===== config.mk =====
export PLATFORM = sky130hd
export DESIGN_NAME = sos_controller
export DESIGN_NICKNAME = d
export VERILOG_FILES = /design/src/rtl/sos_pkg.sv /design/src/rtl/sos_debouncer.sv /design/src/rtl/sos_controller.sv
export SDC_FILE = /design/constraint.sdc
export NUM_CORES = 1
export LEC_CHECK = 0
export CAP_MARGIN = 25
export CORE_ASPECT_RATIO = 1.4
export CORE_MARGIN = 2
export CORE_UTILIZATION = 45
export DETAILED_ROUTE_END_ITERATION = 8
export PLACE_DENSITY = 0.68
export SYNTH_ARGS = -nofsm -noshare
export SYNTH_HDL_FRONTEND = slang
export SYNTH_HIERARCHICAL = 1
export SYNTH_SLANG_ARGS = --single-unit

===== constraint.sdc =====
create_clock -name clk -period 2.51 [get_ports clk]
set_input_delay 0.251 -clock clk [delete_from_list [all_inputs] [get_ports clk]]
set_output_delay 0.251 -clock clk [all_outputs]
set_load 0.005 [all_outputs]

===== src/rtl/sos_pkg.sv =====
// Shared state encoding and width helper for the elevator SOS controller.
package sos_pkg;

    localparam logic [1:0] SOS_IDLE  = 2'd0;
    localparam logic [1:0] SOS_ALARM = 2'd1;
    localparam logic [1:0] SOS_HELD  = 2'd2;

    typedef enum logic [1:0] {
        ST_IDLE  = SOS_IDLE,
        ST_ALARM = SOS_ALARM,
        ST_HELD  = SOS_HELD
    } sos_state_t;

    // Bits needed to index n items, never less than one.
    function automatic int unsigned ch_width(input int unsigned n);
        return (n <= 32'd1) ? 32'd1 : 32'($clog2(n));
    endfunction

endpackage


===== src/rtl/sos_debouncer.sv =====
// One SOS source: 2-flop synchroniser, stability counter and registered rise pulse.
module sos_debouncer
    import sos_pkg::*;
#(
    parameter int unsigned DEBOUNCE = 4
) (
    input  logic clk,
    input  logic rst,
    input  logic din,
    output logic level,
    output logic rise
);

    localparam int unsigned      CNT_W    = ch_width(DEBOUNCE);
    localparam logic [CNT_W-1:0] CNT_LAST = CNT_W'(DEBOUNCE - 1);

    logic             r_sync1;
    logic             r_sync2;
    logic             r_level;
    logic             r_level_d;
    logic             r_rise;
    logic [CNT_W-1:0] r_cnt;

    // Level only follows the synced input after DEBOUNCE consecutive differing cycles.
    always_ff @(posedge clk) begin
        if (rst) begin
            r_sync1   <= 1'b0;
            r_sync2   <= 1'b0;
            r_level   <= 1'b0;
            r_level_d <= 1'b0;
            r_rise    <= 1'b0;
            r_cnt     <= '0;
        end else begin
            r_sync1   <= din;
            r_sync2   <= r_sync1;
            r_level_d <= r_level;
            r_rise    <= r_level & ~r_level_d;
            if (r_sync2 == r_level) begin
                r_cnt <= '0;
            end else if (r_cnt == CNT_LAST) begin
                r_level <= r_sync2;
                r_cnt   <= '0;
            end else begin
                r_cnt <= r_cnt + CNT_W'(1);
            end
        end
    end

    assign level = r_level;
    assign rise  = r_rise;

endmodule


===== src/rtl/sos_controller.sv =====
// Multi-source SOS handler: debounced sources latched into IDLE/ALARM/HELD with ack/clear.
// Optional blinking beacon enabled by defining SOS_BEACON_EN.
module sos_controller
    import sos_pkg::*;
#(
    parameter  int unsigned N_CH        = 4,
    parameter  int unsigned DEBOUNCE    = 4,
    parameter  int unsigned COUNT_W     = 8,
    parameter  int unsigned BEACON_HALF = 8,
    localparam int unsigned CH_W        = ch_width(N_CH)
) (
    input  logic               clk,
    input  logic               rst,
    input  logic [N_CH-1:0]    sos_req,
    input  logic               ack,
    input  logic               clear,
    output logic               sos_mode,
    output logic               alarm_out,
    output logic               beacon,
    output logic [CH_W-1:0]    active_ch,
    output logic [N_CH-1:0]    pending,
    output logic [COUNT_W-1:0] event_count
);

    localparam int unsigned PC_W  = ch_width(N_CH + 1);
    localparam int unsigned SUM_W = COUNT_W + PC_W;

    if (N_CH < 1 || N_CH > 16 || DEBOUNCE < 1 || BEACON_HALF < 1) begin : g_param_err
        $error("sos_controller: parameter out of range");
    end

    logic [N_CH-1:0]    w_level;
    logic [N_CH-1:0]    w_rise;
    logic               w_any_rise;
    logic               w_any_level;
    sos_state_t         r_state;
    sos_state_t         w_state_next;
    logic [N_CH-1:0]    w_pending_next;
    logic [CH_W-1:0]    w_active_next;
    logic [PC_W-1:0]    w_pop;
    logic [SUM_W-1:0]   w_sum;
    logic [COUNT_W-1:0] w_count_next;
    logic               r_mode;
    logic               r_alarm;
    logic [CH_W-1:0]    r_active;
    logic [N_CH-1:0]    r_pending;
    logic [COUNT_W-1:0] r_count;

    for (genvar i = 0; i < N_CH; i++) begin : g_ch
        sos_debouncer #(.DEBOUNCE(DEBOUNCE)) u_deb (
            .clk   (clk),
            .rst   (rst),
            .din   (sos_req[i]),
            .level (w_level[i]),
            .rise  (w_rise[i])
        );
    end

    assign w_any_rise  = |w_rise;
    assign w_any_level = |w_level;

    always_ff @(posedge clk) begin
        if (rst) r_state <= ST_IDLE;
        else     r_state <= w_state_next;
    end

    // Press beats ack beats clear; clear only leaves HELD once every source is released.
    always_comb begin
        w_state_next = r_state;
        case (r_state)
            ST_IDLE:  if (w_any_rise) w_state_next = ST_ALARM;
            ST_ALARM: if (!w_any_rise && ack) w_state_next = ST_HELD;
            ST_HELD: begin
                if (w_any_rise)                  w_state_next = ST_ALARM;
                else if (clear && !w_any_level)  w_state_next = ST_IDLE;
            end
            default:  w_state_next = ST_IDLE;
        endcase
    end

    always_comb begin
        w_pending_next = (w_state_next == ST_IDLE) ? '0 : (r_pending | w_rise);
        w_active_next  = '0;
        for (int i = N_CH - 1; i >= 0; i--) begin
            if (w_pending_next[i]) w_active_next = CH_W'(i);
        end
    end

    // Saturating add of this cycle's press count.
    always_comb begin
        w_pop = '0;
        for (int i = 0; i < N_CH; i++) begin
            w_pop = w_pop + PC_W'(w_rise[i]);
        end
        w_sum        = SUM_W'(r_count) + SUM_W'(w_pop);
        w_count_next = (w_sum > SUM_W'({COUNT_W{1'b1}})) ? {COUNT_W{1'b1}}
                                                        : w_sum[COUNT_W-1:0];
    end

    always_ff @(posedge clk) begin
        if (rst) begin
            r_mode    <= 1'b0;
            r_alarm   <= 1'b0;
            r_active  <= '0;
            r_pending <= '0;
            r_count   <= '0;
        end else begin
            r_mode    <= (w_state_next != ST_IDLE);
            r_alarm   <= (w_state_next == ST_ALARM);
            r_active  <= w_active_next;
            r_pending <= w_pending_next;
            r_count   <= w_count_next;
        end
    end

`ifdef SOS_BEACON_EN
    localparam int unsigned BL_W = ch_width(BEACON_HALF);

    logic [BL_W-1:0] r_blink_cnt;
    logic            r_beacon;

    // Blink restarts high on every ALARM entry and is held dark elsewhere.
    always_ff @(posedge clk) begin
        if (rst) begin
            r_blink_cnt <= '0;
            r_beacon    <= 1'b0;
        end else if (w_state_next != ST_ALARM) begin
            r_blink_cnt <= '0;
            r_beacon    <= 1'b0;
        end else if (r_state != ST_ALARM) begin
            r_blink_cnt <= '0;
            r_beacon    <= 1'b1;
        end else if (r_blink_cnt == BL_W'(BEACON_HALF - 1)) begin
            r_blink_cnt <= '0;
            r_beacon    <= ~r_beacon;
        end else begin
            r_blink_cnt <= r_blink_cnt + BL_W'(1);
        end
    end

    assign beacon = r_beacon;
`else
    assign beacon = r_alarm;
`endif

    assign sos_mode    = r_mode;
    assign alarm_out   = r_alarm;
    assign active_ch   = r_active;
    assign pending     = r_pending;
    assign event_count = r_count;

endmodule


==> results by group <==
Yosys
  • Ys async rst share: 0%
  • Dominant cells by area after synthesis: dfxtp_1 55%, nor2b_1 5.2%, ha_1 3.7%
  • Ys Warns: 6
  • Synth Register Bits: 46
  • Register area share after synthesis: 55.0%
  • Count leader, synth: dfxtp_1
  • Main flop type after synthesis: dfxtp_1
  • Number of synthesized flops with an enable pin: 0
  • Area share of the largest cell type after synthesis: 55.0%
  • Yosys cell types: 34
  • Post-Syn Instances: 147
  • Syn_area_per_cell: 11.4 µm²
  • Top post-synthesis cells by count: 46 x dfxtp_1, 14 x nor2b_1, 13 x nor2_1
  • Yosys top cell by area: dfxtp_1
  • Synthesized net count: 163
  • Mapped Area: 0.00167 mm²

STA
  • Worst-Margin Slew: between 0.6 and 0.7 ns
  • Max Fclk: 424 MHz
  • Final cycle utilization of the critical path: 94.0%
  • Max_slew headroom: 57.0%
  • Max Slew Vio Count: 0
  • Fin Clk Skew: 0.00516 ns
  • Final setup fails: 0
  • Hold Fails Final Rpt: 0
  • Min Tclk post-route: 2.36 ns

Finish
  • Multi-input logic area: 732 µm²
  • Filler instances: 317
  • Diode count: 0
  • Sequential Area: 922 µm²
  • Post-route cell area: ~0.0021 mm²
  • Layout area overhead: 25.3%
  • Ratio of cells with drive above 1 in the final layout: 14.5%
  • Nets: between 150 and 200

Floorplanning
  • IO Pins: 25
  • Die X: 55.6 µm
  • Total core area: 0.00361 mm²
  • Chip Height: between 70 and 80 µm
  • Die Area: 0.00423 mm²
  • Initial Utilization: 46.4%
  • Row count: 26

Global routing
  • First-pass GRT wire length: 4730 µm
  • Pin count of the biggest net entering global routing: 27
  • Met1 usage: 15.5%
  • GR Util met2: 24.6%
  • Busiest metal layer after global routing: met2
  • Vias in the first global route: 1,111
  • GRT met3 Usage: 4.75%
  • Antenna violations before repair: 0
  • Gr usage total: 14.1%
  • Grt ovf: 0

Worst hold path
  • Min-delay src: g_ch[0].u_deb/r_level_d
  • Hold/Removal Path Class: reg -> reg

Critical path
  • Worst setup path category: reg -> reg
  • Critical Path AT: roughly 2.6 ns
  • Data required, critical path: 2.74 ns
  • CP endpoint kind: register
  • Crit path launch: event_count[0]
  • Crit path max fanout: 5
  • Startpoint types: register
  • Crit Reg-Reg Startpoint: event_count[0]

Placement
  • Routability cong.: 0.784
  • Placed cell area: between 0.0015 and 0.002 mm²
  • Dpl hpwl: 1980 µm
  • IO buf count: 24

Clock network
  • Skew-Pair Late Insertion Delay: around 0.29 ns
  • Reg clk slew, reported paths: approximately 0.080 ns
  • CTS tree: built
  • CTS Hold Buffers Added: 0
  • CTS root buffer: clkbuf_8
  • CTS Buffer Depth: 2
  • Post-CTS Setup Repair Bufs: 0
  • CTS Buf Count: 5
  • H-tree levels: 2
  • Clk sinks: 46

Run status
  • Run status: finished, final reports clean

Detailed routing
  • Routed wire per std cell: 11.9 µm
  • DRT Wirelength: 2630 µm
  • Iter 0 DRT Violations: 16
  • Via density: 5.13
  • 1st-pass router iterations: 4
  • Post-route ant nets: 0
  • Drc violations: 0
  • Total number of vias: approximately 1,100

Power and ir drop
  • Worst vdd ir: 0.495 mV
  • Pleak: ~0.00077 µW
  • Overall power: about 1300 µW
  • Pwr Density: just over 600 mW/mm²

Run
  • Max Cap Viol: 0
-- cell usage in the layout (no fill, tap or decap), types with 2 or more instances in the layout --
cell,netlist,final
inv_1,6,6
nor2b_2,4,4
dfxtp_1,46,45
o21ai_0,2,2
nor2_1,13,13
clkinvlp_4,0,2
nor2b_1,14,14
nand3_1,2,2
clkbuf_8,0,5
buf_4,1,2
mux2i_1,5,5
ha_1,5,5
fa_2,0,2
xor2_1,2,2
xnor2_1,5,5
clkdlybuf4s50_1,0,24
nor4_1,7,7
a21oi_1,8,8
nor4b_2,4,4
nor3_1,3,3
-- power by group --
group	switching (µW)	internal (µW)
clock network	237	296
registers	3.30	737
logic	15.3	20.5
total	255	1050
-- cell families after synthesis --
family / Yosys count / synth area share, %
buffers and inverters: 8 / 2.02
adder cells (fa/ha/maj): 8 / 7.32
XOR/XNOR: 7 / 3.66
flip-flops: 46 / 55.0
multiplexers: 5 / 2.99
AO/OA/AOI/OAI: 17 / 7.18
AND/OR/NAND/NOR: 56 / 21.8
-- final timing paths --
path	slack, ns	depth (start not counted)	end
max reg2reg	0.15	9	event_count[0]
min	0.39	1	g_ch[0].u_deb/rise
max	0.15	9	event_count[0]
min reg2reg	0.39	1	g_ch[0].u_deb/rise
-- state kept, by name, summed over array words and instances (netlist names) --
name and flops:
g_ch.u_deb/r_cnt 8, active_ch 2, sos_mode 1, g_ch.u_deb/rise 4, alarm_out 1, event_count 8
pending 4, g_ch.u_deb/r_sync1 4, g_ch.u_deb/level 4, g_ch.u_deb/r_level_d 4, r_state 2, g_ch.u_deb/r_sync2 4
-- area by class of cell --
cell class | instances | area share (%)
multi-input combinational | 93 | 34.9
clock inverter | 3 | 2.15
clock buffer | 5 | 3.28
timing repair buffer | 26 | 12.2
tap | 42 | 2.50
inverter | 6 | 1.07
sequential | 46 | 43.9
-- per-stage QoR --
step           utilization (%)  TNS (ns)  hold WS [ns]  cells  worst slack [ns]
6_report                  58.1         0         0.389    221             0.150
3_3_place_gp              54.6         0         0.372    213             0.144
4_1_cts                   57.7         0         0.397    221            0.0549
3_5_place_dp              54.6         0         0.377    213            0.0840
2_1_floorplan                -         0         0.321    147             0.263
5_1_grt                   58.1  -0.00820         0.407    221          -0.00820
-- critical path: stages, from the launching register on --
cell and delay [ns]:
dfxtp_1 0.33, fa_1 0.53, inv_1 0.05, fa_2 0.34
inv_1 0.08, fa_2 0.21, and3_4 0.19, and2_4 0.15
nand4_1 0.22, a21oi_1 0.20
-- per-layer routing --
layer	part of all wire (%)	up-vias
met1	42	532
met5	0	-
met4	0.99	0
li1	-	570
met2	52	30
met3	4.6	2
-- repair_timing --
item	CTS	global route
resized for setup	0	5
endpoints found under the setup margin	0	5
hold endpoints to repair	0	0
No activity file was read; power rests on OpenSTA's default activity.
